## config.mk

```make
export PLATFORM = sky130hd
export DESIGN_NAME = input_conditioner
export DESIGN_NICKNAME = d
export VERILOG_FILES = /design/src/rtl/input_conditioner.sv
export SDC_FILE = /design/constraint.sdc
export NUM_CORES = 1
export LEC_CHECK = 0
export ABC_AREA = 0
export CAP_MARGIN = 30
export CELL_PAD_IN_SITES_DETAIL_PLACEMENT = 2
export CELL_PAD_IN_SITES_GLOBAL_PLACEMENT = 2
export CORE_MARGIN = 5
export CORE_UTILIZATION = 41
export CTS_CLUSTER_DIAMETER = 120
export DETAILED_ROUTE_END_ITERATION = 8
export PLACE_DENSITY = 0.91
export SLEW_MARGIN = 30
export SYNTH_ARGS = -nofsm -noshare
export SYNTH_HDL_FRONTEND = slang
export SYNTH_SLANG_ARGS = --single-unit
```

## constraint.sdc

```tcl
create_clock -name clk -period 2.64 [get_ports clk]
set_clock_uncertainty 0.05 [all_clocks]
set_input_delay 0.792 -clock clk [delete_from_list [all_inputs] [get_ports clk]]
set_output_delay 0.792 -clock clk [all_outputs]
set_load 0.005 [all_outputs]
```

## src/rtl/input_conditioner.sv

```systemverilog
// Board-side input front end: two-flop synchronisers, debouncers and press/long-press
// pulse generation for the push buttons, plus a shared-counter debouncer for the switch bank.
module input_conditioner #(
  parameter int NUM_BTN         = 3,
  parameter int SW_WIDTH        = 12,
  parameter int DEBOUNCE_CYCLES = 16,
  parameter int LONG_PRESS      = 256,
  parameter int CNT_W           = 16
) (
  input  logic                clk,
  input  logic                rst,
  input  logic [NUM_BTN-1:0]  button_raw,
  input  logic [SW_WIDTH-1:0] switch_raw,
  input  logic                mode_raw,
  input  logic [1:0]          rw_raw,
  output logic [NUM_BTN-1:0]  button_level,
  output logic [NUM_BTN-1:0]  button_press,
  output logic [NUM_BTN-1:0]  button_long,
  output logic [SW_WIDTH-1:0] switch_sync,
  output logic                mode_sync,
  output logic [1:0]          rw_sync,
  output logic                switch_changed
);

  localparam int VEC_W = SW_WIDTH + 3;
  localparam logic [CNT_W-1:0] DB_LAST   = CNT_W'(DEBOUNCE_CYCLES - 1);
  localparam logic [CNT_W-1:0] HOLD_MAX  = CNT_W'(LONG_PRESS);
  localparam logic [CNT_W-1:0] HOLD_LAST = CNT_W'(LONG_PRESS - 1);

  logic [NUM_BTN-1:0] btn_s1, btn_s2, btn_stable;
  logic [CNT_W-1:0]   btn_cnt  [NUM_BTN];
  logic [CNT_W-1:0]   hold_cnt [NUM_BTN];

  logic [VEC_W-1:0]   sw_raw_vec, sw_s1, sw_s2, sw_stable;
  logic [CNT_W-1:0]   sw_cnt;

  assign sw_raw_vec = {rw_raw, mode_raw, switch_raw};

  // Buttons idle high (released), so their synchronisers reset to all ones.
  always_ff @(posedge clk or negedge rst) begin
    if (!rst) begin
      btn_s1 <= '1;
      btn_s2 <= '1;
      sw_s1  <= '0;
      sw_s2  <= '0;
    end else begin
      btn_s1 <= button_raw;
      btn_s2 <= btn_s1;
      sw_s1  <= sw_raw_vec;
      sw_s2  <= sw_s1;
    end
  end

  always_ff @(posedge clk or negedge rst) begin
    if (!rst) begin
      btn_stable <= '1;
      for (int i = 0; i < NUM_BTN; i++) btn_cnt[i] <= '0;
    end else begin
      for (int i = 0; i < NUM_BTN; i++) begin
        if (btn_s2[i] == btn_stable[i]) begin
          btn_cnt[i] <= '0;
        end else if (btn_cnt[i] == DB_LAST) begin
          btn_stable[i] <= btn_s2[i];
          btn_cnt[i]    <= '0;
        end else begin
          btn_cnt[i] <= btn_cnt[i] + 1'b1;
        end
      end
    end
  end

  // Press fires on the level's rising edge; long fires once as the hold count saturates.
  always_ff @(posedge clk or negedge rst) begin
    if (!rst) begin
      button_level <= '0;
      button_press <= '0;
      button_long  <= '0;
      for (int i = 0; i < NUM_BTN; i++) hold_cnt[i] <= '0;
    end else begin
      button_level <= ~btn_stable;
      button_press <= ~btn_stable & ~button_level;
      for (int i = 0; i < NUM_BTN; i++) begin
        if (button_level[i]) begin
          if (hold_cnt[i] != HOLD_MAX) hold_cnt[i] <= hold_cnt[i] + 1'b1;
          button_long[i] <= (hold_cnt[i] == HOLD_LAST);
        end else begin
          hold_cnt[i]    <= '0;
          button_long[i] <= 1'b0;
        end
      end
    end
  end

  // A synchroniser edge about to land (s1 != s2) restarts the shared count.
  always_ff @(posedge clk or negedge rst) begin
    if (!rst) begin
      sw_stable <= '0;
      sw_cnt    <= '0;
    end else if (sw_s2 == sw_stable) begin
      sw_cnt <= '0;
    end else if (sw_cnt == DB_LAST) begin
      sw_stable <= sw_s2;
      sw_cnt    <= '0;
    end else if (sw_s1 != sw_s2) begin
      sw_cnt <= '0;
    end else begin
      sw_cnt <= sw_cnt + 1'b1;
    end
  end

  always_ff @(posedge clk or negedge rst) begin
    if (!rst) begin
      switch_sync    <= '0;
      mode_sync      <= 1'b0;
      rw_sync        <= '0;
      switch_changed <= 1'b0;
    end else begin
      switch_sync    <= sw_stable[SW_WIDTH-1:0];
      mode_sync      <= sw_stable[SW_WIDTH];
      rw_sync        <= sw_stable[SW_WIDTH+2:SW_WIDTH+1];
      switch_changed <= (sw_stable != {rw_sync, mode_sync, switch_sync});
    end
  end

endmodule

```

==> metrics.md, run 1 <==
| Metric | Value |
|---|---|
| Run status | complete, no violations |
| Starting Density | 41.4% |
| RSZ-0062 raised after global routing | false |
| CTS resizes | 0 |
| Clock Latency Late Sink | 0.45 ns |
| Total global routing overflow | 0 |
| Critical path type | reg2reg |
| Die width | 153 microns |
| Int Pwr | 4.73 mW |
| CP peak stage delay | 0.41 ns |
| Setup crit end kind | register |
| Synth area leader | dfrtp_1 |
| DP HPWL | 14500 microns |
| Critical path's slowest cell | dfrtp_1 |
| Switch Pwr | 1.58 mW |
| Leading cell types in the layout, fill and taps excluded | dfrtp_1, xor2_1, nor2_1 |
| Mean post-synth cell area | 11.5 sq um |
| Tcrit/Tclk final | 85.3% |
| Routed length per placed instance | 20.1 microns |
| Slew HR | 56.1% |
| Crit path cell chain | ha_1, and3_1, and4_1, nor4_1, nand3_1, nor2_1 |
| Leakage | 4.38 nW |
| Setup WS post-layout | 0.389 ns |
| Die area | 0.0233 sq mm |
| Starting DRT DRC Count | 184 |
| Sw Ratio | 25.1% |
| Clock group share of total power | 41.4% |
| Final Wtd Congestion | 0.770 |
| Max Slew Vio Count | 0 |
| Post-synth cell types | 35 |
| Net Count, Synth | 753 |
| Synthesized area | 0.00833 sq mm |
| Post-synth top flop | dfrtp_1 |
| Setup TNS | 0 ns |
| Synth-to-Final Area Change | 17.0% |
| Ys async rst share | 100% |
| Most common cell after layout, fill and taps aside | dfrtp_1 |
| Ranking of synthesized cells by area | dfrtp_1, xor2_1, xnor2_1 |
| Sequential Power Share | 52.1% |
| Worst EP required | 2.95 ns |
| Die height | 153 microns |
| Worst slew pin tran | 0.649 ns |
| Gate Count Post-Synth | 723 |
| Post-CTS Hold Buffers | 0 |
| CTS max path bufs | 2 |
| Layout cells sized above 1 | 9.03% |
| Setup-failing EPs final | 0 |
| Sequential share of the synthesized area | 57.5% |
| Peak supply drop | 417 uV |
| Residual DRC count | 0 |
| Post-Route WL | 21400 microns |
| #FFs+latches synth | 191 |
| Synth top area share | 54.7% |
| Fin crit period | 2.25 ns |
| Fin nets | 814 |
| Logic gate share of total power | 6.5% |
| Root buffer cell | clkbuf_16 |
| Startpoint types | register |
| Hold WC Path Type | in2async |
| Core area | 0.0201 sq mm |
| Final hold violations | 0 |
| Max Clk Rate | 444 MHz |
| Antenna diode count | 0 |
| Postcts setup bufs | 0 |
| Avg Vias per Cell | 5.22 |
| Total power per unit cell area | 648 mW/mm^2 |
| Largest net degree at the start of global routing | 68 |
| Tot GR Track Use | 19.1% |
| First-pass DRT Iterations | 4 |
| First-pass GRT wire length | 35400 microns |
| Number of global-route vias before repair | 6474 |
| Clk sink count | 191 |
| CTS buffer count | 17 |
| CP Max Fanout | 8 |
| Post-synth EDFFs | 0 |
| Yosys warns | 0 |
| Place WS | 0.395 ns |
| # IOs | 45 |
| Fill cell count | 1995 |
| Maxcap violations | 0 |
| Htree depth | 4 |
| Via Count | 5569 |
| I/O Buffers | 44 |
| CTS tree | built |
| Row count | 52 |
| Reg clk slew, reported paths | 0.07 ns |
| Initial antenna violation count | 0 |
| Remaining antenna violation count after routing | 0 |
| Worst EP arrival | 2.56 ns |
[sequential cells by signal, indices dropped and copies added (netlist names), 12 cells and up]
register and cells:
sw_s1 15, btn_cnt 48, switch_sync 12, sw_stable 15, hold_cnt 48, sw_s2 15
sw_cnt 16
[area by class of cell]
type | count | area (sq um) | share of cell area [%]
clock buffers | 20 | 457 | 4.69
inverters | 13 | 48.8 | 0.501
repair buffers | 52 | 554 | 5.69
clock inverters | 12 | 133 | 1.36
multi-input cells | 509 | 3430 | 35.1
flip-flops and latches | 191 | 4790 | 49.2
well taps | 270 | 338 | 3.47
[cells in the mapped netlist (all sizes together) (2+ instances only)]
master and number:
o21ai 5, inv 13, ha 10, nor4bb 3, nor4b 5, nor4 25
nor3 15, xnor2 59, nand3 47, nand2 42, dfstp 9, mux2 18
nand4 22, clkbuf 7, dfrtp 182, nand3b 3, and2 37, buf 3
or4 3, a21boi 8, nor2 77, and4 2, nor2b 8, xor2 82
or3 9, and3 21, mux2i 3, nand2b 3
[power by group through the flow]
stage               combinational [mW]  clock [mW]  sequential (mW)
floorplan                        0.238           0             3.27
global placement                 0.376           0             3.32
detailed placement               0.411           0             3.33
CTS                              0.425        2.68             3.29
global route                     0.461        2.82             3.31
finish                           0.410        2.62             3.29
[kinds of logic (layout without fill, tap and decap cells)]
kind of cell / Yosys count / after routing / share of synthesized area (%)
and+or+nand+nor: 324 / 324 / 20.5
DFF: 191 / 191 / 57.5
xor gates and xnor gates: 141 / 141 / 14.8
buffers and inverters: 23 / 97 / 1.34
muxes: 21 / 21 / 3.25
AOI/OAI and AO/OA: 13 / 13 / 1.02
adders and majority gates: 10 / 10 / 1.50
[stage by stage]
stage / instances / power, mW / area [sq um] / hold WS [ns] / utilization (%)
6_report: 1067 / 6.31 / 9750 / 0.307 / 48.5
5_1_grt: 1067 / 6.60 / 9750 / 0.310 / 48.5
4_1_cts: 1067 / 6.39 / 9750 / 0.308 / 48.5
3_5_place_dp: 1035 / 3.74 / 9160 / 0.298 / 45.6
3_3_place_gp: 1035 / 3.70 / 9160 / 0.297 / 45.6
2_1_floorplan: 723 / 3.51 / 8330 / 0.295 / -
[critical path: cells and delay by family, from the launching register on]
| kind | cells | cell delay (ns) |
|---|---|---|
| adders and majority gates | 1 | 0.27 |
| and+or+nand+nor | 5 | 1.44 |
| DFF | 1 | 0.41 |
[routing by layer]
metal,global-route usage (%),part of all wire (%),vias up
met4,6.07,1.7,0
li1,-,-,2571
met1,22.0,41,2899
met2,35.7,55,74
met3,3.41,2.3,25
met5,0,0,-
[final timing paths]
check,from,endpoint,slack [ns],depth (start not counted)
worst min-delay path,rst,switch_sync[5]$_DFF_PN0_,0.31,1
max in group asynchronous,rst,btn_stable[2]$_DFFE_PN1P_,1.53,2
worst max-delay path,sw_cnt[0]$_DFF_PN0_,sw_cnt[9]$_DFF_PN0_,0.39,6
worst min register to register,btn_s1[1]$_DFF_PN1_,btn_s2[1]$_DFF_PN1_,0.31,0
worst max register to register,sw_cnt[0]$_DFF_PN0_,sw_cnt[9]$_DFF_PN0_,0.39,6
min in group clk,btn_s1[1]$_DFF_PN1_,btn_s2[1]$_DFF_PN1_,0.31,0
(Power assumes the default switching activity.)
==> inputs of run 2 (changes only) <==
--- a/config.mk
+++ b/config.mk
@@ -9,6 +9,7 @@
 export CAP_MARGIN = 30
 export CELL_PAD_IN_SITES_DETAIL_PLACEMENT = 2
 export CELL_PAD_IN_SITES_GLOBAL_PLACEMENT = 2
+export CORE_ASPECT_RATIO = 0.7
 export CORE_MARGIN = 5
 export CORE_UTILIZATION = 41
 export CTS_CLUSTER_DIAMETER = 120
==> metrics.md, run 2 (synthesis gave the netlist of run 1 again) <==
| Metric | Value |
|---|---|
| Clk sink count | 191 |
| RSZ-0062 raised after global routing | false |
| DP HPWL | 16100 microns |
| Routed length per placed instance | 21.9 microns |
| Slew HR | 46.8% |
| Layout cells sized above 1 | 8.92% |
| Fill cell count | 1976 |
| Met2 usage | 39.1% |
| Critical path type | reg2reg |
| Clock Latency Late Sink | 0.44 ns |
| CTS buffer count | 17 |
| Post-Route WL | 23300 microns |
| Fin crit period | 2.26 ns |
| Die area | 0.0233 sq mm |
| Leading cell types in the layout, fill and taps excluded | dfrtp_1, xor2_1, nor2_1 |
| Largest net degree at the start of global routing | 55 |
| Final hold violations | 0 |
| Area occupied by multi-input gates | 0.00343 sq mm |
| Peak supply drop | 458 uV |
| Remaining antenna violation count after routing | 0 |
| I/O Buffers | 44 |
| Antenna diode count | 0 |
| Setup-failing EPs final | 0 |
| Most common cell after layout, fill and taps aside | dfrtp_1 |
| Startpoint types | register |
| Starting DRT DRC Count | 242 |
| Setup crit end kind | register |
| Leakage | 4.37 nW |
| Sequential Power Share | 51.7% |
| Total power per unit cell area | 656 mW/mm^2 |
| Htree depth | 4 |
| Final Core Density | 48.8% |
| GR peak layer | met2 |
| GR Util met1 | 24.6% |
| Sw Ratio | 25.3% |
| Run status | complete, no violations |
| Switch Pwr | 1.61 mW |
| Clock group share of total power | 41.8% |
| Worst slew pin tran | 0.787 ns |
| First-pass GRT wire length | 38100 microns |
| Fin nets | 814 |
| Setup TNS | 0 ns |
| Largest registers | btn_cnt: 48 flops, hold_cnt: 48 flops, sw_cnt: 16 flops |
| First-pass DRT Iterations | 5 |
| Reg clk slew, reported paths | 0.07 ns |
| Max Slew Vio Count | 0 |
| Maxcap violations | 0 |
| Avg Vias per Cell | 5.35 |
| Hold WC Path Type | in2async |
| Final Wtd Congestion | 0.802 |
| Starting Density | 41.8% |
| Worst EP required | 2.94 ns |
| Tcrit/Tclk final | 85.6% |
| Die width | 180 microns |
| Worst EP arrival | 2.56 ns |
| CTS max path bufs | 2 |
| Root buffer cell | clkbuf_16 |
| Synth-to-Final Area Change | 16.8% |
| Max Clk Rate | 443 MHz |
| CTS resizes | 0 |
| Via Count | 5703 |
| Row count | 43 |
| CP Max Fanout | 8 |
| Logic gate share of total power | 6.5% |
| Total global routing overflow | 0 |
| Initial antenna violation count | 0 |
| Seq. cell area | 0.00479 sq mm |
| Number of global-route vias before repair | 6712 |
| GR Layer Usage met3 | 4.15% |
| Residual DRC count | 0 |
| Postcts setup bufs | 0 |
| Int Pwr | 4.76 mW |
| Core area | 0.0199 sq mm |
| Post-CTS Hold Buffers | 0 |
| CTS tree | built |
| # IOs | 45 |
| Die height | 129 microns |
| Tot GR Track Use | 20.8% |
==> run 2: power groups by stage <==
stage	sequential (mW)	clock (mW)	combinational, mW
global placement	3.31	0	0.361
global route	3.32	2.86	0.468
CTS	3.30	2.73	0.428
detailed placement	3.34	0	0.412
floorplan	3.27	0	0.238
finish	3.29	2.67	0.417
==> run 2: metal layers <==
layer	up-vias	share of wire (%)
li1	2567	-
met1	3030	43
met2	79	53
met3	27	2.4
met4	0	1.4
met5	-	0
==> run 2: path summary, 6_finish.rpt <==
path,startpoint,end,slack (ns),depth (start not counted)
min,rst,hold_cnt[21]$_DFFE_PN0P_,0.26,1
min in group clk,btn_s1[2]$_DFF_PN1_,btn_s2[2]$_DFF_PN1_,0.31,0
max,sw_cnt[0]$_DFF_PN0_,sw_cnt[13]$_DFF_PN0_,0.38,6
max reg2reg,sw_cnt[0]$_DFF_PN0_,sw_cnt[13]$_DFF_PN0_,0.38,6
max in group asynchronous,rst,btn_stable[0]$_DFFE_PN1P_,1.54,2
min reg2reg,btn_s1[2]$_DFF_PN1_,btn_s2[2]$_DFF_PN1_,0.31,0
==> run 2: metrics by stage <==
step,total power [mW],area (sq um),hold WS [ns],setup WS [ns],cells
floorplan,3.51,8330,0.295,0.674,723
global placement,3.67,9130,0.297,0.608,1035
detailed placement,3.75,9130,0.300,0.418,1035
CTS,6.45,9720,0.269,0.370,1066
global route,6.65,9720,0.279,0.220,1066
finish,6.38,9720,0.263,0.381,1066
==> run 2: final cells by class <==
class	instances	area share [%]
clock buffer	18	4.41
clock inverter	13	1.67
inverter	13	0.502
multi-input combinational	509	35.2
sequential	191	49.3
tap	270	3.47
timing repair buffer	52	5.44
==> run 2: worst max-delay path, stage by stage (launching register included) <==
cell and delay, ns:
dfrtp_1 0.41, ha_1 0.26, and3_1 0.24, and4_1 0.23
nor4_1 0.40, nand3_1 0.36, nor2_1 0.24
==> inputs of run 3 (changes only) <==
==> constraint.sdc (replaced) <==
create_clock -name clk -period 2.64 [get_ports clk]
set_clock_uncertainty 0.05 [all_clocks]
set_input_delay 0.792 -clock clk [delete_from_list [all_inputs] [get_ports clk]]
set_output_delay 0.792 -clock clk [all_outputs]
set_load 0.02 [all_outputs]
==> metrics.md, run 3 (synthesis gave the netlist of run 1 again) <==
| Metric | Value |
|---|---|
| Run status | complete, no violations |
| First-pass GRT wire length | 38600 microns |
| Clock Latency Late Sink | 0.45 ns |
| Avg Vias per Cell | 5.31 |
| Critical path's slowest cell | clkdlybuf4s50_1 |
| Crit path cell chain | clkdlybuf4s50_1 |
| Seq. cell area | 0.00479 sq mm |
| Setup TNS | 0 ns |
| Highest Signal Layer | met4 |
| Met2 wire len | 12600 microns |
| Final hold violations | 0 |
| Fin crit period | 2.37 ns |
| CTS buffer count | 17 |
| Post-Route WL | 23700 microns |
| RSZ-0062 raised after global routing | false |
| Reg clk slew, reported paths | 0.07 ns |
| CP peak stage delay | 0.66 ns |
| Setup crit end kind | output port |
| Delay-heaviest family, CP | buffers and inverters |
| Max Slew Vio Count | 0 |
| Buf/Inv on CP | 1 |
| Worst slew pin tran | 0.656 ns |
| Starting DRT DRC Count | 241 |
| Largest net degree at the start of global routing | 62 |
| Leakage | 4.35 nW |
| Peak supply drop | 477 uV |
| Most common cell after layout, fill and taps aside | dfrtp_1 |
| Final Wtd Congestion | 0.807 |
| Metal-1 WL | 10100 microns |
| Hold WC Path Type | in2async |
| Tot GR Track Use | 21.2% |
| Overall power | 6.21 mW |
| Postcts setup bufs | 0 |
| Layout cells sized above 1 | 9.03% |
| Htree depth | 4 |
| Area occupied by multi-input gates | 0.00343 sq mm |
| Tcrit/Tclk final | 89.9% |
| CTS tree | built |
| Worst EP required | 1.80 ns |
| Remaining antenna violation count after routing | 0 |
| Slew HR | 55.6% |
| Largest registers | btn_cnt: 48 flops, hold_cnt: 48 flops, sw_cnt: 16 flops |
| CP Max Fanout | 2 |
| Synth-to-Final Area Change | 16.4% |
| CTS max path bufs | 2 |
| Row count | 43 |
| Initial antenna violation count | 0 |
| Post-CTS Hold Buffers | 0 |
| CTS resizes | 0 |
| Number of global-route vias before repair | 6725 |
| Die area | 0.0233 sq mm |
| Via Count | 5662 |
| First-pass DRT Iterations | 4 |
| # IOs | 45 |
| Critical path type | reg2out |
| DP HPWL | 15400 microns |
| Residual DRC count | 0 |
| Total global routing overflow | 0 |
| Setup-failing EPs final | 0 |
| Fin nets | 814 |
| Die height | 129 microns |
| Antenna diode count | 0 |
| I/O Buffers | 44 |
| Worst EP arrival | 1.53 ns |
| Clk sink count | 191 |
| Fill cell count | 1986 |
| Core area | 0.0199 sq mm |
| Wire length on met3 | 618 microns |
| Maxcap violations | 0 |
| Total power per unit cell area | 641 mW/mm^2 |
| Max Clk Rate | 421 MHz |
| Starting Density | 41.8% |
| Root buffer cell | clkbuf_16 |
| Leading cell types in the layout, fill and taps excluded | dfrtp_1, xor2_1, nor2_1 |
| Die width | 180 microns |
| Routed length per placed instance | 22.2 microns |
| Startpoint types | register |
==> run 3: per-layer routing <==
metal	global-route usage, %	up-vias
met2	39.4	74
li1	-	2560
met3	4.57	36
met1	25.1	2992
met5	0	-
met4	5.82	0
==> run 3: path summary, 6_finish.rpt <==
kind / start / to / slack, ns / depth (start not counted)
hold reg to reg: btn_s1[0]$_DFF_PN1_ / btn_s2[0]$_DFF_PN1_ / 0.31 / 0
setup reg to reg: sw_cnt[0]$_DFF_PN0_ / sw_cnt[9]$_DFF_PN0_ / 0.33 / 6
setup / recovery: switch_sync[1]$_DFF_PN0_ / switch_sync[1] / 0.27 / 1
hold / removal: rst / hold_cnt[26]$_DFFE_PN0P_ / 0.27 / 1
max in group asynchronous: rst / btn_s1[0]$_DFF_PN1_ / 1.55 / 2
min in group clk: btn_s1[0]$_DFF_PN1_ / btn_s2[0]$_DFF_PN1_ / 0.31 / 0
==> run 3: cell type report <==
class                           count  share of cell area [%]
Clock buffer                       19                    4.57
Timing Repair Buffer               52                    5.59
Inverter                           13                   0.503
Multi-Input combinational cell    509                    35.3
Sequential cell                   191                    49.4
Clock inverter                     13                    1.10
Tap cell                          270                    3.48
==> run 3: metrics by stage <==
stage               cell area (sq um)  cells  setup slack, ns  hold WS, ns  utilization, %
global route                     9690   1067            0.147        0.301            48.7
CTS                              9690   1067            0.247        0.280            48.7
global placement                 9150   1035            0.625        0.296            45.9
detailed placement               9150   1035            0.340        0.301            45.9
floorplan                        8330    723            0.674        0.295               -
finish                           9690   1067            0.267        0.267            48.7
==> run 3: where the power goes <==
| group | switching [mW] | internal [mW] |
|---|---|---|
| Clock | 1.24 | 1.25 |
| Sequential | 0.227 | 3.08 |
| Combinational | 0.222 | 0.195 |
| Total | 1.69 | 4.52 |
